[config.mk]
export PLATFORM = sky130hd
export DESIGN_NAME = uart_rx
export DESIGN_NICKNAME = d
export VERILOG_FILES = /design/src/rtl/uart_pkg.sv /design/src/rtl/uart_rx_sync.sv /design/src/rtl/uart_rx.sv
export SDC_FILE = /design/constraint.sdc
export NUM_CORES = 1
export LEC_CHECK = 0
export BUFFER_PORTS_ARGS = -buffer_cell sky130_fd_sc_hd__buf_2
export CORE_MARGIN = 2
export CORE_UTILIZATION = 57
export CTS_CLUSTER_SIZE = 12
export DETAILED_ROUTE_END_ITERATION = 12
export PLACE_DENSITY = 0.89
export REMOVE_ABC_BUFFERS = 1
export SYNTH_ARGS = -nofsm -noshare
export SYNTH_HDL_FRONTEND = slang
export SYNTH_SLANG_ARGS = --single-unit
[constraint.sdc]
create_clock -name clk -period 2 [get_ports clk]
set_clock_uncertainty 0.2 [all_clocks]
set_input_delay 0.5 -clock clk [delete_from_list [all_inputs] [get_ports clk]]
set_output_delay 0.5 -clock clk [all_outputs]
set_load 0.05 [all_outputs]
[src/rtl/uart_pkg.sv]
// Shared UART definitions: receiver FSM encoding and default frame geometry,
// common to the transmitter and receiver datapaths.
package uart_pkg;

  typedef enum logic [2:0] {
    ST_IDLE,
    ST_START,
    ST_DATA,
    ST_PARITY,
    ST_STOP
  } rx_state_t;

  localparam int WORD_SIZE   = 8;
  localparam int OVER_SAMPLE = 8;

endpackage

[src/rtl/uart_rx_sync.sv]
// Two-flop synchroniser for the asynchronous serial line; 2 clk latency, no backpressure.
// Both flops reset to 1 so a reset never looks like a start bit.
module uart_rx_sync (
  input  logic clk,
  input  logic rst,
  input  logic async_in,
  output logic sync_out
);

  logic meta_q, meta_d;
  logic sync_q, sync_d;

  always_comb begin
    meta_d = async_in;
    sync_d = meta_q;
  end

  always_ff @(posedge clk or posedge rst) begin
    if (rst) begin
      meta_q <= 1'b1;
      sync_q <= 1'b1;
    end else begin
      meta_q <= meta_d;
      sync_q <= sync_d;
    end
  end

  assign sync_out = sync_q;

endmodule

[src/rtl/uart_rx.sv]
// UART receiver: mid-bit sampling on sampleTick, readReady/dataAck output register, parity option UART_RX_PARITY_EN.
// readReady rises 1 clk after the stop-bit sampleTick; a frame finishing while readReady is held is dropped and flags overrun.
module uart_rx
  import uart_pkg::*;
#(
  parameter int wordSize       = WORD_SIZE,
  parameter int sizeBitCount   = 3,
  parameter int overSample     = OVER_SAMPLE,
  parameter int overSampleBits = 3,
  parameter bit parityOdd      = 1'b0
) (
  input  logic                clk,
  input  logic                rst,
  input  logic                serialIn,
  input  logic                sampleTick,
  input  logic                dataAck,
  output logic [wordSize-1:0] dataBus,
  output logic                readReady,
  output logic                errorFraming,
  output logic                errorParity,
  output logic                errorOverrun
);

  localparam int BCW = sizeBitCount + 1;
  localparam logic [overSampleBits-1:0] HALF_LAST = overSampleBits'(overSample / 2 - 1);
  localparam logic [overSampleBits-1:0] FULL_LAST = overSampleBits'(overSample - 1);
  localparam logic [BCW-1:0]            LAST_BIT  = BCW'(wordSize - 1);

  logic                      rx_in;
  logic                      frame_done;
  rx_state_t                 state_q, state_d;
  logic [overSampleBits-1:0] tick_cnt_q, tick_cnt_d;
  logic [BCW-1:0]            bit_cnt_q, bit_cnt_d;
  logic [wordSize-1:0]       shift_q, shift_d;
  logic [wordSize-1:0]       data_q, data_d;
  logic                      ready_q, ready_d;
  logic                      ferr_q, ferr_d;
  logic                      ovr_q, ovr_d;
`ifdef UART_RX_PARITY_EN
  logic                      par_bad_q, par_bad_d;
  logic                      perr_q, perr_d;
`endif

  uart_rx_sync u_sync (
    .clk      (clk),
    .rst      (rst),
    .async_in (serialIn),
    .sync_out (rx_in)
  );

  always_comb begin
    state_d    = state_q;
    tick_cnt_d = tick_cnt_q;
    bit_cnt_d  = bit_cnt_q;
    shift_d    = shift_q;
    data_d     = data_q;
    ready_d    = ready_q;
    ferr_d     = ferr_q;
    ovr_d      = ovr_q;
    frame_done = 1'b0;
`ifdef UART_RX_PARITY_EN
    par_bad_d  = par_bad_q;
    perr_d     = perr_q;
`endif

    if (sampleTick) begin
      case (state_q)
        ST_IDLE: begin
          if (!rx_in) begin
            state_d    = ST_START;
            tick_cnt_d = '0;
          end
        end
        ST_START: begin
          if (tick_cnt_q == HALF_LAST) begin
            tick_cnt_d = '0;
            bit_cnt_d  = '0;
            state_d    = rx_in ? ST_IDLE : ST_DATA;
          end else begin
            tick_cnt_d = tick_cnt_q + 1'b1;
          end
        end
        ST_DATA: begin
          if (tick_cnt_q == FULL_LAST) begin
            tick_cnt_d = '0;
            shift_d    = {rx_in, shift_q[wordSize-1:1]};
            bit_cnt_d  = bit_cnt_q + 1'b1;
            if (bit_cnt_q == LAST_BIT) begin
`ifdef UART_RX_PARITY_EN
              state_d = ST_PARITY;
`else
              state_d = ST_STOP;
`endif
            end
          end else begin
            tick_cnt_d = tick_cnt_q + 1'b1;
          end
        end
`ifdef UART_RX_PARITY_EN
        ST_PARITY: begin
          if (tick_cnt_q == FULL_LAST) begin
            tick_cnt_d = '0;
            par_bad_d  = ((^shift_q) ^ rx_in) != parityOdd;
            state_d    = ST_STOP;
          end else begin
            tick_cnt_d = tick_cnt_q + 1'b1;
          end
        end
`endif
        ST_STOP: begin
          if (tick_cnt_q == FULL_LAST) begin
            tick_cnt_d = '0;
            frame_done = 1'b1;
            state_d    = ST_IDLE;
          end else begin
            tick_cnt_d = tick_cnt_q + 1'b1;
          end
        end
        default: state_d = ST_IDLE;
      endcase
    end

    // An ack landing on the completion cycle frees the register for the new word.
    if (frame_done) begin
      if (!ready_q || dataAck) begin
        data_d  = shift_q;
        ready_d = 1'b1;
        ferr_d  = ~rx_in;
        ovr_d   = 1'b0;
`ifdef UART_RX_PARITY_EN
        perr_d  = par_bad_q;
`endif
      end else begin
        ovr_d = 1'b1;
      end
    end else if (dataAck && ready_q) begin
      ready_d = 1'b0;
      ferr_d  = 1'b0;
      ovr_d   = 1'b0;
`ifdef UART_RX_PARITY_EN
      perr_d  = 1'b0;
`endif
    end
  end

  always_ff @(posedge clk or posedge rst) begin
    if (rst) begin
      state_q    <= ST_IDLE;
      tick_cnt_q <= '0;
      bit_cnt_q  <= '0;
      shift_q    <= '0;
      data_q     <= '0;
      ready_q    <= 1'b0;
      ferr_q     <= 1'b0;
      ovr_q      <= 1'b0;
`ifdef UART_RX_PARITY_EN
      par_bad_q  <= 1'b0;
      perr_q     <= 1'b0;
`endif
    end else begin
      state_q    <= state_d;
      tick_cnt_q <= tick_cnt_d;
      bit_cnt_q  <= bit_cnt_d;
      shift_q    <= shift_d;
      data_q     <= data_d;
      ready_q    <= ready_d;
      ferr_q     <= ferr_d;
      ovr_q      <= ovr_d;
`ifdef UART_RX_PARITY_EN
      par_bad_q  <= par_bad_d;
      perr_q     <= perr_d;
`endif
    end
  end

  assign dataBus      = data_q;
  assign readReady    = ready_q;
  assign errorFraming = ferr_q;
  assign errorOverrun = ovr_q;
`ifdef UART_RX_PARITY_EN
  assign errorParity  = perr_q;
`else
  // Parity sense is irrelevant without a parity bit; the flag is constant 0.
  assign errorParity  = parityOdd & 1'b0;
`endif

endmodule

==> summary.md, run 1 <==
| Metric | Value |
|---|---|
| Area Growth Syn to Fin | 12.2% |
| Vias per cell | 5.85 |
| Initial cell density of the core | 58.5% |
| Final worst slack | 124 ps |
| Seq/Total Area, Yosys | 49.5% |
| Vias in the first global route | approximately 1100 |
| Mux cell area share after synthesis | 13.4% |
| Layout cell share with drive strength beyond 1 | 36.3% |
| ANT cells | 0 |
| Number of synthesized flops with an enable pin | 0 |
| Synth top cells by count | dfrtp_1, mux2_2, inv_1 |
| H-tree Lvls | 2 |
| Post-DR wirelength/cell | 15.0 um |
| Compound-cell area share of the yosys netlist | 11.9% |
| Max clock buf depth | 2 |
| F_max | between 500 and 600 MHz |
| Power per cell area | 1030 nW/um^2 |
| Tightest Hold Check Type | in2async |
| Fin crit period | 1880 ps |
| Synth top area share | a little under half |
| DP Worst Slack | around 170 ps |
| GP Congestion | roughly 0.85 |
| Final setup fails | 0 |
| Overflow after GRT | 0 |
| Post-synthesis average cell area | 11.9 um^2 |
| Final core occ | approximately 66% |
| Largest family of logic cells by synthesized area | simple AND/OR/NAND/NOR gates |
| RSZ-0062 raised after global routing | no |
| CTS buffer count | 5 |
| Type of origin of the critical path | flop |
| Total I/O pin count | 17 |
| First-pass GRT wire length | between 5000 and 6000 um |
| Drt drc | 0 |
| DP HPWL | 1980 um |
| Count leader, synth | dfrtp_1 |
| Top cells by area, synth | dfrtp_1, mux2_2, dfstp_2, ha_1, inv_1 |
| Cell family with the largest share of critical-path delay | flip-flops |
| Leak Pwr | 0.915 nW |
| First-pass DRT Iterations | 4 |
| Synth Register Bits | 31 |
| Power consumption | 1.82 mW |
| Outcome | complete, no violations |
| Final Non-Filler Cells | 188 |
| CTS tree | yes |
| Register-to-register setup slack | ~120 ps |
| Slowest CP cell | dfrtp_1 |
| Kind of end point of the critical path | flop |
| Clk sinks | 31 |
| GRT Util Overall | 20.4% |
| Row count | 19 |
| Crit Path Max Fanout | 13 |
| Post-cts sizing count | 0 |
| Worst IR drop on VDD | 0.633 mV |
| Clock transition at path regs | 100 ps |
| Initial antenna violation count | 0 |
| Number of synthesis warnings | 0 |
| Hold Buf Count CTS | 0 |
| Yosys top cell by area | dfrtp_1 |
| Psw | roughly 0.62 mW |
| Horiz. Die Dim | 56.5 um |
| Root Driver | clkbuf_4 |
| Distinct cells, synth | 42 |
| Via count | 1100 |
| Crit path kind | reg2reg |
| Met2 usage | 32.4% |
| Tcrit/Tclk final | 93.8% |
| Post-synthesis xor/xnor area fraction | 0.557% |
| Ys async rst share | 100% |
| Global Route met3 Usage | under 10% |
| Setup TNS | 0 ps |
| Met1 usage | 27.4% |
| Chip height | 56.5 um |
| Initial drt markers | 18 |
| Max cap viols | 0 |
| Routed WL | around 2800 um |
| Register share of total power | 46.9% |
| WP buf/inv | 1 |
| GR peak layer | met2 |
| Gate power share | about 33% |
| Cells after DPL | 180 |
| Synthesized area | 1570 um^2 |
| Worst skew pair latency | 320 ps |
| Register area | 778 um^2 |
| Crit path DAT | roughly 1900 ps |
| Worst EP required | 2020 ps |
| Final ANT Viol Nets | 0 |
| P_int | ~1.2 mW |
| Buffers on Ports | 15 |
| Die area | 3200 um^2 |
| Adder-Cell Fraction of Synth Area | 3.18% |
| Multi-input gate area | between 600 and 700 um^2 |
| Filler Cell Count | 213 |
| Clk pwr share | between 20 and 25% |
| Pin count of the biggest net entering global routing | 32 |
| Total count of hold-check failures in the final report | 0 |
| Mapped Cells | 132 |
| Postcts setup bufs | 0 |
| Simple-Gate Fraction of Synth Area | 14.9% |
| CP cell instances | buf_4 > o21ai_0 > nand3_1 > mux2_2 |
| Main synth FF type | dfrtp_1 |
| Sw Ratio | about a third |
| Final layout net count | 165 |
| CORE AREA | 2690 um^2 |
| Crit path largest cell delay | 490 ps |
| Pins Over Slew Limit | 0 |
-- flip-flops by register name (all words and copies together) (netlist names) --
register / cells
errorOverrun: 1
dataBus: 8
errorFraming: 1
u_sync.sync_out: 1
state_q: 3
u_sync.meta_q: 1
readReady: 1
shift_q: 8
bit_cnt_q: 4
tick_cnt_q: 3
-- logic make-up after synthesis --
| group | after synthesis |
|---|---|
| AND/OR/NAND/NOR | 33 |
| other | 1 |
| buffers and inverters | 19 |
| adder cells (fa/ha/maj) | 4 |
| multiplexers | 19 |
| AO/OA/AOI/OAI | 24 |
| flip-flops | 31 |
| XOR/XNOR | 1 |
-- routing by layer --
layer,part of all wire [%],routed length (um),vias up
met5,0,0,-
met4,0.67,19,0
met2,48,1340,33
li1,-,-,521
met3,4.8,136,5
met1,47,1320,541
-- power by group through the flow --
stage          registers [mW]  clock network, mW  logic (mW)
3_5_place_dp            0.868                  0       0.582
3_3_place_gp            0.855                  0       0.551
2_1_floorplan           0.850                  0       0.426
4_1_cts                 0.855              0.386       0.592
6_report                0.855              0.373       0.595
5_1_grt                 0.874              0.418       0.658
-- cell usage in the layout (no fill, tap or decap), types with 4 or more instances in the layout --
cell type / n
o21ai_0: 5
nand2_1: 6
buf_2: 15
inv_1: 11
mux2_2: 17
dfrtp_1: 29
buf_4: 10
ha_1: 4
clkbuf_4: 5
-- through the flow --
| step | hold WS (ps) | area (um^2) |
|---|---|---|
| floorplan | 145 | 1520 |
| detailed placement | 152 | 1700 |
| global route | 45.3 | 1760 |
| finish | 36.2 | 1760 |
| global placement | 147 | 1700 |
| CTS | 39.4 | 1760 |
-- worst reg2reg max path: stages, from the launching register on --
cell	delay, ps
dfrtp_1	490
buf_4	240
o21ai_0	360
nand3_1	180
mux2_2	300
-- worst paths after layout --
kind | endpoint | cells past startpoint | from
max reg2reg | tick_cnt_q[2] | 4 | state_q[2]
max in group asynchronous | u_sync.sync_out | 3 | rst
max | tick_cnt_q[2] | 4 | state_q[2]
min reg2reg | u_sync.sync_out | 0 | u_sync.meta_q
min in group clk | u_sync.meta_q | 1 | serialIn
min | state_q[2] | 3 | rst
-- cell type report --
type	count	share of cell area (%)
repair buffers	25	8.51
flip-flops and latches	31	44.1
inverters	11	2.34
clock inverters	1	0.284
well taps	31	2.20
multi-input cells	82	39.4
clock buffers	7	3.12
(Power assumes the default switching activity.)
==> run 2, diff against run 1 <==
Settings changed: PLACE_DENSITY 0.89 to 0.82.
==> run 2 against run 1 <==
Net effect:
- non-clock buffer count is 2 lower
- die area stayed put
- critical path depth is 1 lower
- flip-flop and latch count stayed put
- power is 2.1% higher
- register-to-register slack better by 50 ps
- clock-buffer cell count stayed put
- core utilization is 0.093 points lower
- via count is 3.0% lower
- sequential power hardly changed
- cell area is 0.14% lower
==> summary.md, run 2 (synthesized netlist as in run 1, its figures left out) <==
| Metric | Value |
|---|---|
| Buffers on Ports | 15 (unchanged) |
| Worst Setup EP | tick_cnt_q[2] |
| Vias in the first global route | 1101 (+1.1%) |
| Worst EP required | 2040 ps (+20 ps) |
| Vias per cell | 5.74 (-2.0%) |
| Power per cell area | 1060 nW/um^2 (+2.3%) |
| GP Congestion | 0.897 (+5.6%) |
| CTS buffer count | 5 (unchanged) |
| Tightest Hold Check Type | in2async |
| Horiz. Die Dim | 56.5 um (unchanged) |
| Outcome | complete, no violations |
| Initial drt markers | 14 (-4) |
| Psw | 0.628 mW (+1.0%) |
| Via count | 1067 (-3.0%) |
| Crit path kind | reg2reg |
| Clock transition at path regs | 100 ps (about the same) |
| P_int | 1.23 mW (+2.7%) |
| Crit path from | state_q[0] |
| Final ANT Viol Nets | 0 (unchanged) |
| Register share of total power | 46.1% (-0.8 points) |
| CORE AREA | 2690 um^2 (unchanged) |
| H-tree Lvls | 2 (unchanged) |
| Type of origin of the critical path | flop |
| Worst r2r dst | tick_cnt_q[2] |
| Fin crit period | 1830 ps (-50.3 ps) |
| Tcrit/Tclk final | 91.3% (-2.5 points) |
| Pins Over Slew Limit | 0 (unchanged) |
| Final Non-Filler Cells | 186 (-1.1%) |
| Drt drc | 0 (unchanged) |
| Routed WL | 2750 um (-2.4%) |
| Crit path DAT | 1860 ps (-30 ps) |
| ANT cells | 0 (unchanged) |
| Post-cts sizing count | 0 (unchanged) |
| First-pass DRT Iterations | 4 (unchanged) |
| DP HPWL | 1950 um (-1.6%) |
| Row count | 19 (unchanged) |
| Register-to-register setup slack | 170 ps (+50 ps) |
| Reg-to-reg critical path startpoint | state_q[0] |
| Post-DR wirelength/cell | 14.8 um (-1.4%) |
| Gate power share | 31.3% (-1.3 points) |
| F_max | 548 MHz (+2.8%) |
| Pin count of the biggest net entering global routing | 32 (unchanged) |
| R2R cell count | 3 (-1) |
| DP Worst Slack | 168 ps (-5.97 ps) |
| Total I/O pin count | 17 (unchanged) |
| Worst IR drop on VDD | 0.714 mV (+13%) |
| Setup TNS | 0 ps (unchanged) |
| RSZ-0062 raised after global routing | no |
| Max cap viols | 0 (unchanged) |
| Initial antenna violation count | 0 (unchanged) |
| Clk sinks | 31 (unchanged) |
| Overflow after GRT | 0 (unchanged) |
| Initial cell density of the core | 58.5% (unchanged) |
| Final setup fails | 0 (unchanged) |
| Cells after DPL | 178 (-1.1%) |
| Commonest cells after routing, fill and taps aside | dfrtp_1, mux2_2, buf_2 |
| Clk pwr share | 22.7% (+2.3 points) |
| Layout cell share with drive strength beyond 1 | 36.1% (-0.18 points) |
| Chip height | 56.5 um (unchanged) |
| First-pass GRT wire length | 4940 um (-1.7%) |
| Max clock buf depth | 2 (unchanged) |
| Worst skew pair latency | 340 ps (+20 ps) |
| GRT Util Overall | 20.6% (+0.22 points) |
| Sw Ratio | 33.7% (-0.36 points) |
| Final worst slack | 174 ps (+50.3 ps) |
| Final layout net count | 163 (-1.2%) |
| Most common cell after layout, fill and taps aside | dfrtp_1 |
| Kind of end point of the critical path | flop |
| Root Driver | clkbuf_4 |
| Postcts setup bufs | 0 (unchanged) |
| Hold Buf Count CTS | 0 (unchanged) |
| Die area | 3200 um^2 (unchanged) |
| Total count of hold-check failures in the final report | 0 (unchanged) |
| Crit Path Max Fanout | 9 (-4) |
| Leak Pwr | 0.907 nW (-0.87%) |
| Area Growth Syn to Fin | 12.0% |
| CTS tree | yes |
## run 2: worst max-delay path, stage by stage (launching register included)
cell and delay (ps):
dfrtp_1 500, or4b_4 570, nand3_1 120, mux2_2 340
## run 2: cell type report
class | count | area [um^2]
clock buffers | 7 | 65.1
inverters | 11 | 41.3
repair buffers | 23 | 135
well taps | 31 | 38.8
clock inverters | 1 | 7.51
flip-flops and latches | 31 | 778
fillers | 223 | 925
multi-input cells | 82 | 696
## run 2: worst min path at each step
| stage | slack, ps | end | depth (start not counted) | startpoint |
|---|---|---|---|---|
| floorplan | 150 | u_sync.sync_out | 0 | u_sync.meta_q |
| global placement | 150 | u_sync.sync_out | 0 | u_sync.meta_q |
| detailed placement | 150 | u_sync.sync_out | 0 | u_sync.meta_q |
| CTS | 20 | bit_cnt_q[2] | 3 | rst |
| global route | 30 | u_sync.meta_q | 1 | serialIn |
| finish | 20 | bit_cnt_q[2] | 3 | rst |
## run 2: per-layer routing
layer  share of wire, %  track usage, %  vias up
met2                 50            32.1       21
li1                   -               -      516
met5                  0               0        -
met4                2.9            12.2        0
met1                 44            26.1      522
met3                3.2            4.84        8
## run 2: power groups by stage
stage / registers [mW] / clock network, mW / logic [mW]
6_report: 0.857 / 0.422 / 0.582
3_5_place_dp: 0.867 / 0 / 0.581
4_1_cts: 0.858 / 0.438 / 0.586
5_1_grt: 0.876 / 0.462 / 0.671
3_3_place_gp: 0.855 / 0 / 0.555
2_1_floorplan: 0.850 / 0 / 0.426
## run 2: stage by stage
stage	instance area [um^2]	power [mW]	utilization, %	hold WS, ps
5_1_grt	1760	2.01	65.6	27.8
3_3_place_gp	1690	1.41	62.9	146
4_1_cts	1760	1.88	65.6	19.6
6_report	1760	1.86	65.6	15.8
3_5_place_dp	1690	1.45	62.9	149
2_1_floorplan	1520	1.28	-	145
==> run 3, diff against run 2 <==
Settings changed: CORE_ASPECT_RATIO set to 1.25.
==> run 3 against run 2 <==
Net effect:
- die area barely moved
- non-clock buffer count is 1 higher
- critical path depth is 1 higher
- fmax fell by 2.0%
- power shrank 0.89%
- clock power decreased by 4%
- sequential share of layout area is 0.19 points lower
- via count down 0.56%
- global-route usage fell by 1.1 points
- critical endpoint unchanged
- largest power group unchanged
==> summary.md, run 3 (synthesized netlist as in run 1, its figures left out) <==
| Metric | Value |
|---|---|
| Multi-input gate area | 696 um^2 (unchanged) |
| Post-DR wirelength/cell | 14.1 um (-4.9%) |
| H-tree Lvls | 2 (unchanged) |
| Buffers on Ports | 15 (unchanged) |
| Die area | 3200 um^2 (about the same) |
| Met2 usage | 32.6% (+0.57 points) |
| Horiz. Die Dim | 51.0 um (-9.8%) |
| Vias per cell | 5.58 (-2.7%) |
| RSZ-0062 raised after global routing | no |
| Overflow after GRT | 0 (unchanged) |
| Pin count of the biggest net entering global routing | 32 (unchanged) |
| Gate power share | 31.7% (+0.4 points) |
| Final layout net count | 164 (+0.61%) |
| Power per cell area | 1040 nW/um^2 (-1.3%) |
| Clk sinks | 31 (unchanged) |
| Routed WL | 2670 um (-2.9%) |
| Initial cell density of the core | 59.3% (+0.72 points) |
| Chip height | 62.7 um (+11%) |
| P_int | 1.24 mW (+0.21%) |
| Area Growth Syn to Fin | 12.5% |
| CTS tree | yes |
| Total count of hold-check failures in the final report | 0 (unchanged) |
| Worst skew pair latency | 330 ps (about the same) |
| Max cap viols | 0 (unchanged) |
| Initial drt markers | 13 (-1) |
| Final setup fails | 0 (unchanged) |
| Root Driver | clkbuf_4 |
| Crit Path Max Fanout | 11 (+2) |
| Vias in the first global route | 1009 (-8.4%) |
| Max clock buf depth | 2 (unchanged) |
| GRT Util Overall | 19.5% (-1.1 points) |
| Initial antenna violation count | 0 (unchanged) |
| Clock transition at path regs | 90 ps (about the same) |
| Most common cell after layout, fill and taps aside | dfrtp_1 |
| Total I/O pin count | 17 (unchanged) |
| GR peak layer | met2 |
| CTS buffer count | 5 (unchanged) |
| F_max | 537 MHz (-2.0%) |
| DP HPWL | 2030 um (+3.8%) |
| Setup TNS | 0 ps (unchanged) |
| First-pass GRT wire length | 4620 um (-6.4%) |
| Clk pwr share | 22.1% (-0.6 points) |
| Worst IR drop on VDD | 0.636 mV (-11%) |
| Postcts setup bufs | 0 (unchanged) |
| Hold Buf Count CTS | 0 (unchanged) |
| Fin crit period | 1860 ps (+36.9 ps) |
| Final core occ | 66.7% (+1.1 points) |
| Worst EP required | 2020 ps (-20 ps) |
| GP Congestion | 0.854 (-4.9%) |
| Post-cts sizing count | 0 (unchanged) |
| Kind of end point of the critical path | flop |
| Filler Cell Count | 214 (-4.0%) |
| Leak Pwr | 0.913 nW (+0.65%) |
| First-pass DRT Iterations | 4 (unchanged) |
| Register share of total power | 46.2% (about the same) |
| Global Route met3 Usage | 5.74% (+0.90 points) |
| Tcrit/Tclk final | 93.1% (+1.8 points) |
| CORE AREA | 2650 um^2 (-1.2%) |
| Met1 usage | 23.4% (-2.7 points) |
| Psw | 0.609 mW (-3.1%) |
| Register area | 778 um^2 (unchanged) |
| Crit path kind | reg2reg |
| Layout cell share with drive strength beyond 1 | 35.9% (-0.23 points) |
| ANT cells | 0 (unchanged) |
| Tightest Hold Check Type | in2async |
| Crit path DAT | 1890 ps (+30 ps) |
| Via count | 1061 (-0.56%) |
| Outcome | complete, no violations |
| Type of origin of the critical path | flop |
| Final ANT Viol Nets | 0 (unchanged) |
| Row count | 21 (+2) |
| Sw Ratio | 33.0% (-0.74 points) |
| Commonest cells after routing, fill and taps aside | dfrtp_1, mux2_2, buf_2 |
| Drt drc | 0 (unchanged) |
| Pins Over Slew Limit | 0 (unchanged) |
## run 3: worst max-delay path, stage by stage, from the launching register on
cell and delay, ps:
dfrtp_1 490, buf_4 230, a21boi_0 330, nand3_1 190, mux2_2 310
## run 3: path summary, 6_finish.rpt
kind	from	endpoint	slack [ps]	cells past startpoint
min reg2reg	u_sync.meta_q	u_sync.sync_out	150	0
min in group clk	serialIn	u_sync.meta_q	70	1
min	rst	dataBus[4]	20	3
max in group asynchronous	rst	u_sync.meta_q	1260	3
max	state_q[2]	tick_cnt_q[2]	140	4
max reg2reg	state_q[2]	tick_cnt_q[2]	140	4
## run 3: final cells by class
type | instances | area share (%)
Sequential cell | 31 | 44.0
Inverter | 11 | 2.33
Clock buffer | 8 | 3.89
Tap cell | 34 | 2.40
Timing Repair Buffer | 24 | 8.06
Multi-Input combinational cell | 82 | 39.3
## run 3: routing by layer
| layer | wire length, um | share of wire (%) | up-vias |
|---|---|---|---|
| li1 | - | - | 517 |
| met4 | 38 | 1.4 | 0 |
| met5 | 0 | 0 | - |
| met1 | 1070 | 40 | 511 |
| met3 | 124 | 4.6 | 5 |
| met2 | 1440 | 54 | 28 |
## run 3: power groups by stage
stage                     logic, mW  registers (mW)  clock network (mW)
after global routing          0.655           0.872               0.447
after floorplan               0.426           0.850                   0
after global placement        0.551           0.860                   0
after detailed placement      0.582           0.867                   0
final                         0.584           0.853               0.407
after CTS                     0.589           0.854               0.423
## run 3: through the flow
step	total power [mW]	instance area, um^2	hold slack (ps)	setup slack (ps)	instances
after global placement	1.41	1700	148	199	182
after floorplan	1.28	1520	145	121	124
after detailed placement	1.45	1700	147	151	182
after global routing	1.97	1770	46.1	54.2	190
after CTS	1.87	1770	15.3	145	190
final	1.84	1770	19.0	137	190
